**config.mk**
```make
export PLATFORM = sky130hd
export DESIGN_NAME = hazard_stall_ctrl
export DESIGN_NICKNAME = d
export VERILOG_FILES = /design/src/rtl/hazard_stall_ctrl.sv
export SDC_FILE = /design/constraint.sdc
export NUM_CORES = 1
export LEC_CHECK = 0
export ABC_AREA = 1
export CAP_MARGIN = 20
export CORE_UTILIZATION = 48
export CTS_CLUSTER_SIZE = 40
export DETAILED_ROUTE_END_ITERATION = 6
export HOLD_SLACK_MARGIN = 0.05
export PLACE_DENSITY = 0.85
export RECOVER_POWER = 50
export SLEW_MARGIN = 30
export SYNTH_ARGS = -nofsm -noshare
export SYNTH_HDL_FRONTEND = slang
export SYNTH_SLANG_ARGS = --single-unit
```
**constraint.sdc**
```tcl
create_clock -name clk -period 2.3 [get_ports clk]
set_clock_uncertainty 0.2 [all_clocks]
set_input_delay 0.46 -clock clk [delete_from_list [all_inputs] [get_ports clk]]
set_output_delay 0.46 -clock clk [all_outputs]
set_load 0.01 [all_outputs]
```
**src/rtl/hazard_stall_ctrl.sv**
```systemverilog
// Pipeline hazard/stall controller: load-use bubbles, branch flushes, and data-memory wait freezes.
// Control outputs are zero-latency from state and inputs; MemTimeout and StallCount are registered.
module hazard_stall_ctrl #(
  parameter int REG_W   = 5,
  parameter int TIMEOUT = 255
) (
  input  logic             clk,
  input  logic             rst,
  input  logic [REG_W-1:0] D_rs1,
  input  logic [REG_W-1:0] D_rs2,
  input  logic             D_UsesRs1,
  input  logic             D_UsesRs2,
  input  logic             E_MemRead,
  input  logic [REG_W-1:0] E_rd,
  input  logic             E_BranchTaken,
  input  logic             M_MemReq,
  input  logic             M_MemReady,
  output logic             D_PCWrite,
  output logic             D_IFIDWrite,
  output logic             D_Flush,
  output logic             E_Bubble,
  output logic             M_Freeze,
  output logic             MemTimeout,
  output logic [15:0]      StallCount
);

  typedef enum logic {RUN = 1'b0, MEM_WAIT = 1'b1} state_t;

  localparam logic [7:0] WAIT_LIMIT = 8'(TIMEOUT);

  state_t     state, state_nxt;
  logic [7:0] wcnt, wcnt_nxt;
  logic       timeout_nxt;
  logic       load_use, mem_wait, freeze_cond;

  assign load_use = E_MemRead && (E_rd != '0) &&
                    ((D_UsesRs1 && (D_rs1 == E_rd)) || (D_UsesRs2 && (D_rs2 == E_rd)));
  assign mem_wait = M_MemReq && !M_MemReady;

  // In MEM_WAIT only readiness matters; a new request is not considered until back in RUN.
  assign freeze_cond = (state == RUN) ? mem_wait : !M_MemReady;

  always_ff @(posedge clk) begin
    if (rst) begin
      state      <= RUN;
      wcnt       <= 8'd0;
      MemTimeout <= 1'b0;
      StallCount <= 16'd0;
    end else begin
      state      <= state_nxt;
      wcnt       <= wcnt_nxt;
      MemTimeout <= timeout_nxt;
      if (!D_PCWrite && (StallCount != 16'hFFFF))
        StallCount <= StallCount + 16'd1;
    end
  end

  always_comb begin
    state_nxt   = state;
    wcnt_nxt    = wcnt;
    timeout_nxt = 1'b0;
    case (state)
      RUN: begin
        if (mem_wait) begin
          state_nxt = MEM_WAIT;
          wcnt_nxt  = 8'd1;
        end
      end
      MEM_WAIT: begin
        if (M_MemReady) begin
          state_nxt = RUN;
          wcnt_nxt  = 8'd0;
        end else if (wcnt >= WAIT_LIMIT) begin
          state_nxt   = RUN;
          wcnt_nxt    = 8'd0;
          timeout_nxt = 1'b1;
        end else begin
          wcnt_nxt = wcnt + 8'd1;
        end
      end
      default: begin
        state_nxt = RUN;
        wcnt_nxt  = 8'd0;
      end
    endcase
  end

  always_comb begin
    D_PCWrite   = 1'b1;
    D_IFIDWrite = 1'b1;
    D_Flush     = 1'b0;
    E_Bubble    = 1'b0;
    M_Freeze    = 1'b0;
    if (rst) begin
      D_PCWrite   = 1'b0;
      D_IFIDWrite = 1'b0;
    end else if (freeze_cond) begin
      D_PCWrite   = 1'b0;
      D_IFIDWrite = 1'b0;
      M_Freeze    = 1'b1;
    end else if (E_BranchTaken) begin
      D_Flush  = 1'b1;
      E_Bubble = 1'b1;
    end else if (load_use) begin
      D_PCWrite   = 1'b0;
      D_IFIDWrite = 1'b0;
      E_Bubble    = 1'b1;
    end
  end

endmodule

```
==> qor.yml <==
power_and_ir_drop:
  p_int_mw: 0.633
  p_clk_share_pct: 27.0
  power_density_nw_per_um2: 395
  leakagePower_nw: 1.10
  p_switching_mw: 0.232
  vdd_drop_max_uv: 391
  power_frac_comb_pct: 19.1
  switching_share_pct: 26.8
  p_seq_share_pct: 53.9
  fin_total_pwr_mw: 0.865
global_routing:
  grt.total_usage_pct: 21.3
  antenna_found_initial: 0
  overflow: 0
  first_global_vias: 1497
  grt_max_degree: 32
  grt_pass1_wl_mm: 6.08
detailed_routing:
  wire_per_inst_um: 10.2
  wl_met1_mm: 1.82
  vias: 1779
  dr.pass1.iters: 4
  top_layer_used: "met4"
  postRouteAntennaNets: 0
  dr_wl_met2_mm: 1.77
  viasPerCell: 4.89
  drt-total-wl_mm: 3.72
  dr_wl_met3_um: 120
  drc: 0
  drtIter0Drc: 79
cts:
  cts_inserted_buffers: 3
  max-clock-path-buffers: 2
  htreeDepth: 1
  clock-root-buffer: "clkbuf_4"
  numClockSinks: 26
  ctsHoldBuffers: 0
  post_cts_buffers: 0
  clk_pin_slew_ns: 0.14
  cts_tree: "built"
  clk_latency_ns: 0.32
timing:
  min_period_ns: 2.21
  drv_slew: 0
  slew-limit-headroom_pct: 62.2
  worst_slew_pin_slew_ns: 0.567
  setup_viol: 0
  setup_slack_ns: 0.0866
  rsz0062_at_grt: "false"
  hold_viol_final: 0
  max_freq_mhz: 452
  min_period_over_period_pct: 96.2
yosys:
  syn_inst: 271
  synthTopCellsByCount: "nand2_1, nor2_1, inv_1"
  synth_cell_type_count: 28
  synth_nets: 296
  synth_edf_count: 0
  synth_top_area_share_pct: 31.6
  synth_flop_cell: "dfxtp_1"
  synth_top_area_cell: "dfxtp_1"
  async_flop_share_pct: 0
  seq_area_frac_synth_pct: 31.6
  synth_area_leaders: "dfxtp_1, nand2_1, nor2_1"
  netlist_area_sq_um: 1650
  ys_seq_elements: 26
  syn-mean-instance-area_sq_um: 6.09
  ys_warn_count: 0
  synth_most_common_cell: "nand2_1"
worst_setup_path:
  crit_type: "in -> out"
  cp_max_fo: 3
  startpoint_type: "primary input"
  endpoint_kind: "output pin"
  required_ns: 1.64
  crit_arrival_ns: 1.55
cells_and_area:
  post-route-util_pct: 69.4
  final_nets: 346
  multi_input_comb_area_sq_um: 943
  area.growth.synth_to_final_pct: 32.8
  fillers: 327
  seqCellArea_sq_um: 520
  drive_above_1_share_pct: 12.2
  fin_cells: 364
  antenna_cells: 0
floorplan:
  ios: 45
  die_h_um: 60.6
  die_w_um: 60.6
  coreArea_sq_um: 3150
  start_util_pct: 52.3
  placement_rows: 20
  dieArea_sq_um: 3670
place:
  port_buffers: 44
  gp_congestion: 0.847
  dp_hpwl_mm: 2.79
  dp.cells: 360
  pre_cts_slack_ns: -0.534
outcome:
  status: "finished clean"
hold_path:
  hp-class: "in -> reg"
run:
  maxCapViolations: 0
[state kept, by name (all words and copies together), names as in the netlist]
register	cells
wcnt	8
state	1
MemTimeout	1
StallCount	16
[per-stage QoR]
stage / area (sq um) / setup TNS [ns] / hold slack (ns)
global route: 2190 / 0 / 0.211
detailed placement: 2150 / -5.02 / 0.286
global placement: 2150 / -3.75 / 0.276
CTS: 2170 / -0.0884 / 0.306
floorplan: 1650 / 0 / 0.262
finish: 2190 / 0 / 0.219
[power by group through the flow]
stage               Sequential (mW)  Clock (mW)  Combinational, mW
floorplan                     0.477           0             0.0872
global placement              0.476           0              0.170
detailed placement            0.476           0              0.172
CTS                           0.466       0.241              0.163
global route                  0.468       0.264              0.187
finish                        0.466       0.233              0.165
[per-layer routing]
layer | vias to the layer above | global-route usage, %
met5 | - | 0
met4 | 0 | 1.95
met3 | 2 | 3.84
met2 | 28 | 38.6
met1 | 793 | 27.2
li1 | 956 | -
[worst max-delay path: stages]
cell and delay (ns):
clkdlybuf4s50_1 0.45, nand2_1 0.05, nor2_1 0.08, nand3_1 0.07, nand2_1 0.10, nand3_2 0.09
nand2_4 0.09, inv_2 0.05, buf_6 0.11
[area by class of cell]
| class | count | area share, % |
|---|---|---|
| clock buffer | 4 | 1.66 |
| inverter | 42 | 7.20 |
| multi-input combinational | 196 | 43.1 |
| sequential | 26 | 23.8 |
| tap | 44 | 2.51 |
| timing repair buffer | 52 | 21.8 |
[cell usage in the layout (no fill, tap or decap), drive strengths merged, types with 2 or more instances in the layout]
cell and n:
nor2 42, inv 42, dfxtp 26, nor3 4, nand4 5, clkdlybuf4s50 20
dlygate4sd3 2, a21oi 24, dlymetal6s2s 2, ha 2, nand2 78, dlygate4sd2 15
buf 10, o21ai 7, clkbuf 6, nand3 26
[worst paths after layout]
| kind | start | to | slack [ns] | cells after the start |
|---|---|---|---|---|
| setup reg to reg | StallCount[0] | StallCount[13] | 0.39 | 8 |
| hold reg to reg | wcnt[7] | wcnt[7] | 0.30 | 2 |
| setup / recovery | D_UsesRs2 | D_IFIDWrite | 0.09 | 9 |
| hold / removal | M_MemReady | MemTimeout | 0.22 | 2 |
[kinds of logic after synthesis]
kind of cell             count (synthesis)  share of synthesized area [%]
XOR/XNOR                                 1                          0.531
AO/OA/AOI/OAI                           35                           11.5
flip-flops                              26                           31.6
AND/OR/NAND/NOR                        158                           42.3
adder cells (fa/ha/maj)                  2                           1.52
buffers and inverters                   49                           12.7
[what timing repair did]
| action | CTS | global route |
|---|---|---|
| endpoints found under the setup margin | 5 | 5 |
| pin swaps | 7 | 5 |
| gates resized for setup | 33 | 11 |
(Power assumes the default switching activity.)
